File: src/rtl/bmem_burst_ctrl.sv
// Cache-line (256-bit) to burst-memory (4 x 64-bit beat) controller.
// Optional macro BMEM_RADDR_CHECK_EN: accept read beats only for the latched line address.
module bmem_burst_ctrl (
  input  logic         clk,
  input  logic         rst,
  input  logic [31:0]  req_addr,
  input  logic         req_read,
  input  logic         req_write,
  input  logic [255:0] req_wdata,
  output logic         req_ready,
  output logic         resp_valid,
  output logic [255:0] resp_rdata,
  output logic [31:0]  bmem_addr,
  output logic         bmem_read,
  output logic         bmem_write,
  output logic [63:0]  bmem_wdata,
  input  logic         bmem_ready,
  input  logic [31:0]  bmem_raddr,
  input  logic [63:0]  bmem_rdata,
  input  logic         bmem_rvalid
);

  typedef enum logic [2:0] {IDLE, WR_BEAT, RD_CMD, RD_WAIT, DONE} state_t;

  state_t       state_reg, state_next;
  logic [1:0]   cnt_reg, cnt_next;
  logic [31:0]  addr_reg;
  logic         op_write_reg;
  logic [63:0]  line_reg [4];
  logic [255:0] line_flat;
  logic         beat_ok;
  logic         unused_bits;

`ifdef BMEM_RADDR_CHECK_EN
  assign beat_ok     = bmem_rvalid && (bmem_raddr[31:5] == addr_reg[31:5]);
  assign unused_bits = ^{req_addr[4:0], bmem_raddr[4:0]};
`else
  assign beat_ok     = bmem_rvalid;
  assign unused_bits = ^{req_addr[4:0], bmem_raddr};
`endif

  // State register
  always_ff @(posedge clk) begin
    if (rst) begin
      state_reg <= IDLE;
      cnt_reg   <= 2'd0;
    end else begin
      state_reg <= state_next;
      cnt_reg   <= cnt_next;
    end
  end

  // Next-state logic
  always_comb begin
    state_next = state_reg;
    cnt_next   = cnt_reg;
    case (state_reg)
      IDLE: begin
        if (req_write) begin
          state_next = WR_BEAT;
          cnt_next   = 2'd0;
        end else if (req_read) begin
          state_next = RD_CMD;
          cnt_next   = 2'd0;
        end
      end
      WR_BEAT: begin
        if (bmem_ready) begin
          cnt_next = cnt_reg + 2'd1;
          if (cnt_reg == 2'd3) state_next = DONE;
        end
      end
      RD_CMD: begin
        if (bmem_ready) begin
          state_next = RD_WAIT;
          cnt_next   = 2'd0;
        end
      end
      RD_WAIT: begin
        if (beat_ok) begin
          cnt_next = cnt_reg + 2'd1;
          if (cnt_reg == 2'd3) state_next = DONE;
        end
      end
      DONE:    state_next = IDLE;
      default: state_next = IDLE;
    endcase
  end

  // Request latch; write wins when both request strobes are high
  always_ff @(posedge clk) begin
    if (rst) begin
      addr_reg     <= 32'd0;
      op_write_reg <= 1'b0;
    end else if (state_reg == IDLE && (req_read || req_write)) begin
      addr_reg     <= {req_addr[31:5], 5'b0};
      op_write_reg <= req_write;
    end
  end

  // Line buffer holds write data outbound and assembles read beats inbound
  generate
    for (genvar gi = 0; gi < 4; gi++) begin : g_slot
      always_ff @(posedge clk) begin
        if (rst) begin
          line_reg[gi] <= 64'd0;
        end else if (state_reg == IDLE && req_write) begin
          line_reg[gi] <= req_wdata[gi*64 +: 64];
        end else if (state_reg == IDLE && req_read) begin
          line_reg[gi] <= 64'd0;
        end else if (state_reg == RD_WAIT && beat_ok && cnt_reg == 2'(gi)) begin
          line_reg[gi] <= bmem_rdata;
        end
      end
      assign line_flat[gi*64 +: 64] = line_reg[gi];
    end
  endgenerate

  // Output decode
  always_comb begin
    req_ready  = 1'b0;
    resp_valid = 1'b0;
    resp_rdata = 256'd0;
    bmem_addr  = 32'd0;
    bmem_read  = 1'b0;
    bmem_write = 1'b0;
    bmem_wdata = 64'd0;
    case (state_reg)
      IDLE: req_ready = 1'b1;
      WR_BEAT: begin
        bmem_write = 1'b1;
        bmem_addr  = addr_reg;
        bmem_wdata = line_reg[cnt_reg];
      end
      RD_CMD: begin
        bmem_read = 1'b1;
        bmem_addr = addr_reg;
      end
      DONE: begin
        resp_valid = 1'b1;
        resp_rdata = op_write_reg ? 256'd0 : line_flat;
      end
      default: ;
    endcase
  end

endmodule

File: config.mk
export PLATFORM = sky130hd
export DESIGN_NAME = bmem_burst_ctrl
export DESIGN_NICKNAME = d
export VERILOG_FILES = /design/src/rtl/bmem_burst_ctrl.sv
export SDC_FILE = /design/constraint.sdc
export NUM_CORES = 1
export LEC_CHECK = 0
export CORE_AREA = 2 2 291 293
export DETAILED_ROUTE_END_ITERATION = 12
export DIE_AREA = 0 0 293 295
export PLACE_DENSITY = 0.49
export SYNTH_ARGS = -nofsm -noshare
export SYNTH_HDL_FRONTEND = slang
export SYNTH_SLANG_ARGS = --single-unit
File: constraint.sdc
create_clock -name clk -period 3.8 [get_ports clk]
set_input_delay 0.76 -clock clk [delete_from_list [all_inputs] [get_ports clk]]
set_output_delay 0.76 -clock clk [all_outputs]
set_load 0.01 [all_outputs]
* After elaboration in Yosys (flattened, before gate mapping)
Memory sizes are Yosys's and may differ from the RTL's. A register that Yosys moved wholly into a read port is not among the register bits.
Index checks and enable logic that the tools add are counted.
** Operators by class
- $add $sub $neg :: 1
- $mul :: 0
- Div/mod/pow operators :: 0
- $lt $le $gt $ge :: 0
- Eq/ne operators :: 11
- Shift operators :: 0
- Mux-type cells :: 64
- Bitwise logic cells :: 12
- Reductions and logical operators :: 15
** Operator list (number)
- $mux 64 :: 13
- $mux 256 :: 2
- $mux 1 :: 33
- $mux 32 :: 1
- $mux 3 :: 6
- $mux 2 :: 7
- $or 1x1->1 :: 12
- $pmux 3 s4 :: 1
- $logic_and 1x1->1 :: 8
- $pmux 2 s4 :: 1
- $eq 3x2->1 const B :: 2
- $ne 2x2->1 const B :: 3
- $reduce_and 5->1 :: 1
- $eq 2x2->1 const B :: 2
- $reduce_and 4->1 :: 1
- $reduce_bool 4->1 :: 1
- $eq 3x1->1 const B :: 1
- $eq 3x3->1 const B :: 1
- $logic_not 3->1 :: 1
- $ne 3x3->1 const B :: 1
- $add 2x1->2 const B :: 1
- $eq 2x1->1 const B :: 1
- $logic_not 2->1 :: 1
- $reduce_or 2->1 :: 1
- $logic_or 1x1->1 :: 1
** Storage, ports and cells
- Register bits :: 33
- Latch bits :: 0
- RAM bits :: 256
- Bits in read-only memories :: 0
- Bits of input ports :: 390
- Output and inout bits :: 356
- Logic and storage cells :: 108
- Memories kept :: 1
** Memory list
- line_reg :: depth 4, bits a word 64, read ports 5, clocked after memory_dff 1, wr ports 4, line 29 : logic [63:0] line_reg [4];

* Depth between registers and ports, before layout
- Depth in word-level cells :: 9
- Gate-level depth with buffers :: 7
- Mapped depth without buffers :: 5

* Worst setup path after synthesis
No wires, ideal clock.
- Kind :: input to register
- From :: input port req_write
- To :: memory line_reg[3][0] (enable)
- Setup time :: 423 ps
- Arrival time :: 3027 ps
- Data required time :: 3377 ps
- Path slack :: 350 ps
- Stages on the path :: 5
- Path buffers :: 2
- Cell sequence :: clkbuf_1 o21a_1 buf_2 nor2_1 nand2_1
** RTL lines
- from (decl) :: line 8 : input logic req_write,
- to (decl) :: line 29

* Worst setup path after layout
- From :: register state_reg[1]
- To :: output port resp_rdata[87]
** Between the ends
- Cells in the longest elaborated chain, start to end :: 2
** RTL lines
- from (decl) :: line 25 : state_t state_reg, state_next;
- from (signal assigned) :: line 48 : state_reg <= state_next;
- $eq 3x3->1 :: line 128 : case (state_reg)
- $mux 256 :: line 128
- to (decl) :: line 12 : output logic [255:0] resp_rdata,
Every way passes these cells.

==> flow_summary_export.csv <==
group,metric,value,unit
finish,largest_register_ffs,256,
floorplan,io_pins,746,
global_routing,grt_pass1_vias,15200,
synth,netlist.area_leader.share,47.9,%
synth,synthTopCellsByArea,"edfxtp_1 (48%), and2_1 (11%), a22o_1 (11%)",
placement,port_buffers,703,
sta,skew,0.0106,ns
synth,synthMuxAreaShare,9.04,%
finish,area_growth,59.4,%
placement,hpwl,55800,um
outcome,status,"finished, final reports clean",
critical_path,cpPeakStageDelay,0.55,ns
global_routing,grt_antenna_before_repair,7,
floorplan,core_area,0.0832,sq mm
route,drtIter0Drc,905,
route,post_drt_wl_per_cell,25.3,um
synth,synth_warnings,0,
sta,min_period_over_period,95.4,%
synth,synthTopCellsByCount,"and2_1 (285), edfxtp_1 (256), a22o_1 (193)",
sta,hold_ws,0.451,ns
worst_hold_path,min_path_type,"reg -> reg",
sta,hold_viol,0,
power_and_ir_drop,pwr-share-seq,41.9,%
synth,ys_ff_latch,291,
clock_tree,cts_buffers,37,
synth,syn_area,0.0161,sq mm
power_and_ir_drop,p_int,8.08,mW
critical_path,worstPathRequired,3.04,ns
synth,synth_compound_area_share,15.9,%
floorplan,initial_core_util,19.3,%
synth,synth_fa_ha_area_share,0.312,%
sta,period_needed,3.63,ns
floorplan,die_height,295,um
route,dr_wl_met2,39000,um
critical_path,r2r-end,"line_reg[3][31]",
clock_tree,clock-sinks,291,
power_and_ir_drop,power_leakage,8.99,nW
critical_path,crit_slowest_cell,"clkdlybuf4s50_1",
route,wl_met3,6530,um
global_routing,gr-total-overflow,0,
synth,synth_seq_area_share,52.2,%
route,dr_total_vias,14400,
critical_path,reg2regPathDepth,4,
power_and_ir_drop,pwr-share-comb,29.1,%
power_and_ir_drop,power_frac_clock,29.1,%
route,wl,79200,um
critical_path,critPathArrivalTime,2.87,ns
route,antenna_left,0,
critical_path,rrSetupSlack,1.17,ns
power_and_ir_drop,ir_drop,0.000268,V
route,wl_met1,31400,um
job,maxCapViolCount,0,
floorplan,dieArea,0.0864,sq mm
finish,drive_gt1_share,8.60,%
clock_tree,clk_path_buf_depth,3,
finish,fin_nets,2415,
route,drc,0,
synth,synth_area_leader_cell,"edfxtp_1",
synth,synth_cell_type_count,38,
sta,max_clock_freq,0.276,GHz
power_and_ir_drop,p_per_area,459,mW/mm^2
clock_tree,insertion_delay,0.54,ns
sta,tightestPinTransition,0.807,ns
worst_hold_path,min-delay-start,"addr_reg[18]",
clock_tree,postCtsSetupBuffers,0,
clock_tree,root_buffer,"clkbuf_16",
global_routing,grt_max_degree,131,
synth,syn_inst,1366,
critical_path,reg2reg_from,"state_reg[2]",
synth,synthXorXnorAreaFrac,0.0545,%
critical_path,path_class,"reg -> out",
route,top_layer_used,"met5",
critical_path,crit_path_max_fanout,130,
synth,synth_edf_count,256,
synth,ys_async_sr_fraction,0,%
global_routing,grt_pass1_wl,109000,um
sta,slew_headroom,45.7,%
route,vias_per_cell,4.62,
clock_tree,clk_pin_slew,0.06,ns
worst_hold_path,min_to,"addr_reg[18]",
power_and_ir_drop,netSwitchingFraction,31.2,%
synth,syn_avg_cell_area,11.8,sq um
synth,synthSimpleGateAreaFrac,17.9,%
worst_hold_path,hold_depth,2,
synth,synth_most_common_cell,"and2_1",
floorplan,fp-row-count,106,
power_and_ir_drop,p_switching,3.67,mW
global_routing,track_usage,17.4,%
route,firstDrtPassIters,6,
synth,ys.flop_type,"edfxtp_1",
sta,setup_viol,0,
synth,synth_top_family_by_area,"simple AND/OR/NAND/NOR gates",
critical_path,crit_chain,"nor2_1, and2_1, nor2b_4, clkbuf_16, and2_1, clkdlybuf4s50_1",
placement,gp_congestion,0.857,
clock_tree,h-tree-depth,2,
finish,utilization,30.8,%
clock_tree,cts_tree,"done",
critical_path,worstSetupStartpointType,"register",
critical_path,cp_common_cell,"and2_1",
floorplan,die_w,293,um
critical_path,critPathCaptureType,"primary output",
sta,slew_viol_final,0,
worst max-delay path: cells and delay by family, from the launching register on:
kind,cells,cell delay [ns]
DFF,1,0.44
buffers and inverters,2,0.88
and+or+nand+nor,4,0.80
worst max-delay path by stage:
stage	startpoint	endpoint	slack (ns)
finish	state_reg[1]	resp_rdata[87]	0.17
global route	state_reg[1]	resp_rdata[198]	-0.009
CTS	state_reg[0]	resp_rdata[69]	0.04
detailed placement	rst	line_reg[1][30]	0.61
global placement	rst	line_reg[3][32]	0.59
floorplan	req_write	line_reg[3][0]	0.35
power groups by stage:
stage | Clock, mW | Sequential, mW | Combinational (mW)
CTS | 3.54 | 4.92 | 3.47
finish | 3.41 | 4.92 | 3.41
global placement | 0 | 4.93 | 3.44
floorplan | 0 | 4.71 | 1.77
detailed placement | 0 | 4.98 | 3.46
global route | 3.64 | 5.00 | 3.65
repair_timing:
item,CTS,global route
gates resized for setup,0,5
hold buffers,0,0
setup endpoints to repair,0,104
layout by cell type (no fill, tap or decap), types with 2 or more instances in the layout:
cell / count
clkbuf_1: 11
inv_1: 3
ha_1: 4
mux4_2: 64
nor3_1: 3
o31ai_1: 2
a22o_1: 193
clkinv_1: 6
o21ai_4: 2
diode_2: 2
conb_1: 5
dfxtp_1: 32
nor2_1: 6
clkbuf_8: 3
buf_4: 21
nor3_4: 3
dfxtp_4: 2
nor3b_1: 2
a21oi_1: 159
clkbuf_16: 41
nor4_1: 2
nand2_2: 3
nand2_4: 4
buf_12: 20
or4_1: 3
nand3b_1: 2
clkdlybuf4s50_1: 702
edfxtp_1: 256
and2_1: 284
nand2_1: 122
nor2b_1: 64
cell families after synthesis:
| family | after synthesis |
|---|---|
| DFF | 291 |
| other | 1 |
| buffers and inverters | 138 |
| AOI/OAI and AO/OA | 361 |
| and+or+nand+nor | 505 |
| muxes | 65 |
| adders and majority gates | 4 |
| xor gates and xnor gates | 1 |
cell type report:
type / instances / area (sq um)
fill: 8450 / 57600
sequential: 291 / 8400
timing repair buffer: 747 / 7670
multi-input combinational: 941 / 7030
tap: 1080 / 1350
clock buffer: 53 / 1060
clock inverter: 11 / 81.3
inverter: 3 / 11.3
antenna: 2 / 5.00
per-stage QoR:
| step | power, mW | instance area [sq um] | setup TNS (ns) | setup slack (ns) | std cells |
|---|---|---|---|---|---|
| after global placement | 8.37 | 24400 | 0 | 0.586 | 3061 |
| after detailed placement | 8.43 | 24400 | 0 | 0.606 | 3061 |
| after floorplan | 6.47 | 16100 | 0 | 0.350 | 1370 |
| after global routing | 12.3 | 25600 | -0.0145 | -0.00916 | 3127 |
| final | 11.7 | 25600 | 0 | 0.174 | 3128 |
| after CTS | 11.9 | 25600 | 0 | 0.0355 | 3125 |
routing by layer:
metal | track usage (%) | up-vias
met1 | 21.1 | 7244
met3 | 4.62 | 114
met5 | 0 | -
met4 | 5.18 | 8
li1 | - | 6361
met2 | 30.1 | 716
Power figures use the tool's default switching activity.
